## config.mk

```make
export PLATFORM = sky130hd
export DESIGN_NAME = cdr_phase_detector_flat
export DESIGN_NICKNAME = d
export VERILOG_FILES = /design/src/rtl/cdr_pkg.sv /design/src/rtl/cdr_phase_detector_if.sv /design/src/rtl/cdr_pd_vote.sv /design/src/rtl/cdr_phase_detector.sv /design/src/flat_wrapper.sv
export SDC_FILE = /design/constraint.sdc
export NUM_CORES = 1
export LEC_CHECK = 0
export CAP_MARGIN = 20
export CORE_AREA = 5 5 42 44
export DETAILED_ROUTE_END_ITERATION = 10
export DIE_AREA = 0 0 47 49
export GPL_ROUTABILITY_DRIVEN = 0
export MAX_ROUTING_LAYER = met4
export PLACE_DENSITY = 0.66
export SLEW_MARGIN = 0
export SYNTH_ARGS = -nofsm -noshare
export SYNTH_HDL_FRONTEND = slang
export SYNTH_SLANG_ARGS = --single-unit
```

## constraint.sdc

```tcl
create_clock -name i_clk -period 1.1 [get_ports i_clk]
set_input_delay 0.22 -clock i_clk [delete_from_list [all_inputs] [get_ports i_clk]]
set_output_delay 0.22 -clock i_clk [all_outputs]
set_load 0.02 [all_outputs]
```

## src/rtl/cdr_pkg.sv

```systemverilog
// Shared types and constants for the CDR early/late phase detector.
// Decision bundle, reset values and default vote-filter sizing.
package cdr_pkg;

    typedef struct packed {
        logic t;
        logic e;
    } pd_dec_t;

    localparam pd_dec_t PD_DEC_RST = '{t: 1'b0, e: 1'b0};
    localparam logic    PD_CHIP_RST = 1'b0;

    localparam int PD_VOTE_WIN_DEF = 8;
    localparam int PD_VOTE_TH_DEF  = 3;

endpackage

```

## src/rtl/cdr_phase_detector_if.sv

```systemverilog
// Strobe, chip-stream and decision signals of the phase detector.
// slave is the detector side, master the CDR counter / divider side.
interface cdr_phase_detector_if;

    logic i_rx;
    logic i_en_d;
    logic i_en_m;
    logic i_en_f;
    logic o_T;
    logic o_E;
    logic o_chip;
    logic o_chip_valid;
    logic o_win_err;

    modport slave (
        input  i_rx,
        input  i_en_d,
        input  i_en_m,
        input  i_en_f,
        output o_T,
        output o_E,
        output o_chip,
        output o_chip_valid,
        output o_win_err
    );

    modport master (
        output i_rx,
        output i_en_d,
        output i_en_m,
        output i_en_f,
        input  o_T,
        input  o_E,
        input  o_chip,
        input  o_chip_valid,
        input  o_win_err
    );

endinterface

```

## src/rtl/cdr_pd_vote.sv

```systemverilog
// Vote filter: accumulates early/late votes over valid windows and fires
// a correction when the net count reaches VOTE_TH within VOTE_WIN windows.
module cdr_pd_vote
    import cdr_pkg::*;
#(
    parameter int VOTE_WIN = PD_VOTE_WIN_DEF,
    parameter int VOTE_TH  = PD_VOTE_TH_DEF
) (
    input  logic i_clk,
    input  logic i_rst,
    input  logic win_i,
    input  logic t_i,
    input  logic e_i,
    output logic fire_o,
    output logic dir_o
);

    localparam int AW = $clog2(VOTE_WIN) + 2;
    localparam int CW = $clog2(VOTE_WIN + 1);

    // acc is two's complement; magnitude never exceeds VOTE_TH
    logic [AW-1:0] acc_q, acc_d, acc_nx, acc_mag;
    logic [CW-1:0] cnt_q, cnt_d, cnt_nx;

    always_comb begin
        acc_nx = acc_q;
        if (t_i) begin
            acc_nx = e_i ? acc_q + AW'(1) : acc_q - AW'(1);
        end
        acc_mag = acc_nx[AW-1] ? (~acc_nx + AW'(1)) : acc_nx;
        cnt_nx  = cnt_q + CW'(1);
        fire_o  = win_i && (acc_mag >= AW'(VOTE_TH));
        dir_o   = !acc_nx[AW-1] && (acc_nx != '0);

        acc_d = acc_q;
        cnt_d = cnt_q;
        if (win_i) begin
            if (fire_o || (cnt_nx == CW'(VOTE_WIN))) begin
                acc_d = '0;
                cnt_d = '0;
            end else begin
                acc_d = acc_nx;
                cnt_d = cnt_nx;
            end
        end
    end

    always_ff @(posedge i_clk) begin
        if (!i_rst) begin
            acc_q <= '0;
            cnt_q <= '0;
        end else begin
            acc_q <= acc_d;
            cnt_q <= cnt_d;
        end
    end

endmodule

```

## src/rtl/cdr_phase_detector.sv

```systemverilog
// Early/late phase detector for the chip-rate CDR loop.
// Define CDR_PD_VOTE_EN to add the cdr_pd_vote filter on T/E.
module cdr_phase_detector
    import cdr_pkg::*;
#(
    parameter int VOTE_WIN = PD_VOTE_WIN_DEF,
    parameter int VOTE_TH  = PD_VOTE_TH_DEF
) (
    input  logic                  i_clk,
    input  logic                  i_rst,
    cdr_phase_detector_if.slave   pd
);

    if (VOTE_WIN < 2 || VOTE_TH < 1 || VOTE_TH > VOTE_WIN) begin : g_bad_cfg
        $error("cdr_phase_detector: bad VOTE_WIN/VOTE_TH");
    end

    logic    rx_meta_q, rx_s_q;
    logic    got_d_q, got_m_q;
    logic    s_d_q, s_m_q;
    logic    chip_q, chip_vld_q, win_err_q;
    pd_dec_t dec_q, dec_d, raw;
    logic    have_d, have_m, sd_eff, sm_eff, win_ok;

    // Strobes coincident with i_en_f count as present and see this rx_s
    assign have_d = got_d_q | pd.i_en_d;
    assign have_m = got_m_q | pd.i_en_m;
    assign sd_eff = pd.i_en_d ? rx_s_q : s_d_q;
    assign sm_eff = pd.i_en_m ? rx_s_q : s_m_q;
    assign win_ok = pd.i_en_f & have_d & have_m;

    assign raw.t = sd_eff ^ rx_s_q;
    assign raw.e = (sd_eff == sm_eff);

`ifdef CDR_PD_VOTE_EN
    logic vote_fire, vote_dir;

    cdr_pd_vote #(
        .VOTE_WIN (VOTE_WIN),
        .VOTE_TH  (VOTE_TH)
    ) u_vote (
        .i_clk  (i_clk),
        .i_rst  (i_rst),
        .win_i  (win_ok),
        .t_i    (raw.t),
        .e_i    (raw.e),
        .fire_o (vote_fire),
        .dir_o  (vote_dir)
    );

    always_comb begin
        dec_d = dec_q;
        if (pd.i_en_f) begin
            dec_d.t = win_ok & vote_fire;
            if (win_ok && vote_fire) begin
                dec_d.e = vote_dir;
            end
        end
    end
`else
    always_comb begin
        dec_d = dec_q;
        if (pd.i_en_f) begin
            if (win_ok) begin
                dec_d = raw;
            end else begin
                dec_d.t = 1'b0;
            end
        end
    end
`endif

    always_ff @(posedge i_clk) begin
        if (!i_rst) begin
            rx_meta_q  <= 1'b0;
            rx_s_q     <= 1'b0;
            got_d_q    <= 1'b0;
            got_m_q    <= 1'b0;
            s_d_q      <= 1'b0;
            s_m_q      <= 1'b0;
            chip_q     <= PD_CHIP_RST;
            chip_vld_q <= 1'b0;
            win_err_q  <= 1'b0;
            dec_q      <= PD_DEC_RST;
        end else begin
            rx_meta_q  <= pd.i_rx;
            rx_s_q     <= rx_meta_q;
            if (pd.i_en_d) begin
                s_d_q <= rx_s_q;
            end
            if (pd.i_en_m) begin
                s_m_q  <= rx_s_q;
                chip_q <= rx_s_q;
            end
            chip_vld_q <= pd.i_en_m;
            win_err_q  <= pd.i_en_f & ~win_ok;
            got_d_q    <= pd.i_en_f ? 1'b0 : have_d;
            got_m_q    <= pd.i_en_f ? 1'b0 : have_m;
            dec_q      <= dec_d;
        end
    end

    assign pd.o_T          = dec_q.t;
    assign pd.o_E          = dec_q.e;
    assign pd.o_chip       = chip_q;
    assign pd.o_chip_valid = chip_vld_q;
    assign pd.o_win_err    = win_err_q;

endmodule

```

## src/flat_wrapper.sv

```systemverilog
// flat-port wrapper written by rule: the top's interface ports become plain ports
module cdr_phase_detector_flat import cdr_pkg::*;
#(
    parameter int VOTE_WIN = PD_VOTE_WIN_DEF,
    parameter int VOTE_TH  = PD_VOTE_TH_DEF
)
  (i_clk, i_rst, pd_i_rx, pd_i_en_d, pd_i_en_m, pd_i_en_f, pd_o_T, pd_o_E, pd_o_chip, pd_o_chip_valid, pd_o_win_err);
  cdr_phase_detector_if pd_i ();
  input  logic i_clk;
  input  logic i_rst;
  input wire logic [$bits(pd_i.i_rx)-1:0] pd_i_rx;
  input wire logic [$bits(pd_i.i_en_d)-1:0] pd_i_en_d;
  input wire logic [$bits(pd_i.i_en_m)-1:0] pd_i_en_m;
  input wire logic [$bits(pd_i.i_en_f)-1:0] pd_i_en_f;
  output wire logic [$bits(pd_i.o_T)-1:0] pd_o_T;
  output wire logic [$bits(pd_i.o_E)-1:0] pd_o_E;
  output wire logic [$bits(pd_i.o_chip)-1:0] pd_o_chip;
  output wire logic [$bits(pd_i.o_chip_valid)-1:0] pd_o_chip_valid;
  output wire logic [$bits(pd_i.o_win_err)-1:0] pd_o_win_err;
  assign pd_i.i_rx = pd_i_rx;
  assign pd_i.i_en_d = pd_i_en_d;
  assign pd_i.i_en_m = pd_i_en_m;
  assign pd_i.i_en_f = pd_i_en_f;
  assign pd_o_T = pd_i.o_T;
  assign pd_o_E = pd_i.o_E;
  assign pd_o_chip = pd_i.o_chip;
  assign pd_o_chip_valid = pd_i.o_chip_valid;
  assign pd_o_win_err = pd_i.o_win_err;
  cdr_phase_detector #(.VOTE_WIN(VOTE_WIN), .VOTE_TH(VOTE_TH)) u_core (.i_clk(i_clk), .i_rst(i_rst), .pd(pd_i));
endmodule
```

==> impl_metrics.py <==
metrics = {
    "outcome": {
        "outcome": "finished, final reports clean",
    },
    "placement": {
        "place_inst": 76,
        "port_buffers": 10,
        "dpl.hpwl_um": 565,
    },
    "final_layout": {
        "finalNonFillerCells": 80,
        "syn_to_final_growth_pct": 39.7,
        "n_antenna_cell": 0,
        "fin_nets": 71,
        "final_common_cell": "dfxtp_1",
        "drive_gt1_share_pct": 26.6,
        "layout_common_cells": "11 x dfxtp_1, 6 x buf_4",
    },
    "pwr": {
        "power-per-cell-area_nw_per_um2": 1330,
        "leakage_nw": 0.279,
        "power_w": 0.000808,
        "ir_worst_vdd_v": 0.000582,
    },
    "synthesis": {
        "synth_area_um2": 435,
        "synth-seq-cells": 11,
        "syn-mean-instance-area_um2": 9.47,
        "synth_fp_nets": 52,
        "synth_seq_area_share_pct": 50.6,
        "ys_warn_count": 0,
        "synthDistinctLibCells": 23,
        "syn_inst": 46,
    },
    "route": {
        "ant_nets": 0,
        "top_layer_used": "met4",
        "vias": 358,
        "drc": 0,
        "wl_met3_um": 60,
        "route.met2.wl_um": 333,
        "wl_um": 767,
        "drtIter0Drc": 2,
        "wl_met1_um": 329,
        "via_per_inst": 4.48,
        "firstDrtPassIters": 2,
        "wl_per_cell_um": 9.59,
    },
    "floorplanning": {
        "core_um2": 1400,
        "ioPinCount": 11,
        "dieArea_um2": 2300,
        "die_y_um": 49,
        "start_util_pct": 31.1,
        "rows": 14,
        "dieWidth_um": 47,
    },
    "setup_path": {
        "slowest_delay_ps": 310,
        "cp-end-kind": "output pin",
        "crit_path_top_delay_cell": "dfxtp_1",
        "required_ps": 880,
        "worstPathArrival_ps": 820,
        "worstSetupStartpointType": "register",
        "crit_buf_inv": 1,
        "worst-path-max-fanout": 1,
        "path_delay_family": "flip-flops",
        "path_cells": "clkdlybuf4s15_2",
        "worstSetupPathType": "register to output pin",
    },
    "timing": {
        "max_freq_mhz": 958,
        "setup_viol": 0,
        "finalCritPeriodShare_pct": 94.9,
        "fin_tns_setup_ps": 0,
        "finalMaxSlewViolations": 0,
        "post-route-min-period_ps": 1040,
        "rsz0062_at_grt": "false",
        "fin_skew_ps": 2.79,
        "maxSlewHeadroom_pct": 82.0,
        "tightest_slew_ps": 270,
        "finalHoldViolCount": 0,
    },
    "clock_network": {
        "tritoncts": "done",
        "cts_buffers": 3,
        "cts_sinks": 11,
        "clk_path_buf_depth": 2,
        "cts_root_buf": "clkbuf_4",
        "clkTransAtPathRegs_ps": 70,
        "htreeDepth": 1,
        "clock_latency_ps": 270,
        "cts_setup_buffers": 0,
    },
    "grt": {
        "grt_pass1_vias": 314,
        "antenna_found_initial": 0,
        "grt_usage_pct": 8.11,
        "grt_pass1_wl_mm": 1.24,
        "grt_max_degree": 11,
        "grt_overflow": 0,
    },
    "job": {
        "drv_cap": 0,
    },
    "min_path": {
        "hold_path_class": "primary input to register",
    },
}
## path summary, 6_finish.rpt
check                                       startpoint         endpoint  slack, ps  cells past startpoint
worst max-delay path            u_core.pd.o_chip_valid  pd_o_chip_valid         60                      1
worst min-delay path                         pd_i_en_m   u_core.got_m_q        270                      3
worst max register to register            u_core.s_d_q    u_core.pd.o_E        120                      4
worst min register to register        u_core.rx_meta_q    u_core.rx_s_q        430                      1
## repair_timing
item,in CTS,in global routing
endpoints found under the setup margin,5,5
resized for setup,16,7
hold endpoints to repair,0,0
hold buffers,0,0
## power breakdown
group | total [W] | internal [W] | switching, W | leakage (nW)
clock | 0.000279 | 0.000141 | 0.000139 | 0.0150
sequential | 0.000424 | 0.000415 | 0.00000920 | 0.0903
combinational | 0.000105 | 0.0000583 | 0.0000468 | 0.174
## flip-flops by register name, summed over array words and instances (netlist names)
register,cells
u_core.rx_s_q,1
u_core.pd.o_E,1
u_core.s_d_q,1
u_core.s_m_q,1
u_core.got_d_q,1
u_core.pd.o_T,1
u_core.pd.o_win_err,1
u_core.rx_meta_q,1
u_core.pd.o_chip_valid,1
u_core.got_m_q,1
u_core.pd.o_chip,1
## area by class of cell
type                            count  area [um^2]
Sequential cell                    11          220
Clock buffer                        4         26.3
Tap cell                           16         20.0
Inverter                            4         15.0
Multi-Input combinational cell     29          189
Timing Repair Buffer               16          138
Fill cell                         152          793
## metrics by stage
| stage | utilization (%) | cell area [um^2] | hold slack [ps] | setup slack, ps |
|---|---|---|---|---|
| 3_5_place_dp | 41.5 | 582 | 419 | -267 |
| 3_3_place_gp | 41.5 | 582 | 416 | -274 |
| 2_1_floorplan | - | 435 | 342 | 216 |
| 4_1_cts | 43.4 | 608 | 436 | 8.17 |
| 5_1_grt | 43.4 | 608 | 280 | 11.8 |
| 6_report | 43.4 | 608 | 270 | 56.1 |
## layer usage
layer | track usage, % | up-vias
li1 | - | 189
met3 | 2.21 | 5
met4 | 9.68 | 0
met1 | 8.20 | 153
met2 | 10.9 | 11
met5 | - | -
## cells in the mapped netlist
cell,instances,area (um^2)
a21boi_0,2,15.0
a21oi_1,1,5.00
a22oi_1,1,7.51
a31oi_1,1,6.26
and2_1,4,25.0
and3_2,1,7.51
buf_4,1,7.51
buf_6,1,11.3
dfxtp_1,11,220
inv_1,4,15.0
mux2i_1,1,10.0
nand2_1,4,15.0
nand2b_1,1,6.26
nor2_1,4,15.0
nor2b_1,1,6.26
nor3_1,1,5.00
o21ai_0,1,5.00
o21ai_1,1,5.00
o221ai_2,1,15.0
o22ai_1,1,6.26
o32ai_1,1,8.76
xnor2_1,1,8.76
xor2_1,1,8.76
## cells by family after synthesis
kind of cell           Yosys count  share of synthesized area (%)
flip-flops                      11                           50.6
multiplexers                     1                           2.30
AO/OA/AOI/OAI                   10                           17.0
XOR/XNOR                         2                           4.02
buffers and inverters            6                           7.76
AND/OR/NAND/NOR                 16                           18.4
(Power assumes the default switching activity.)
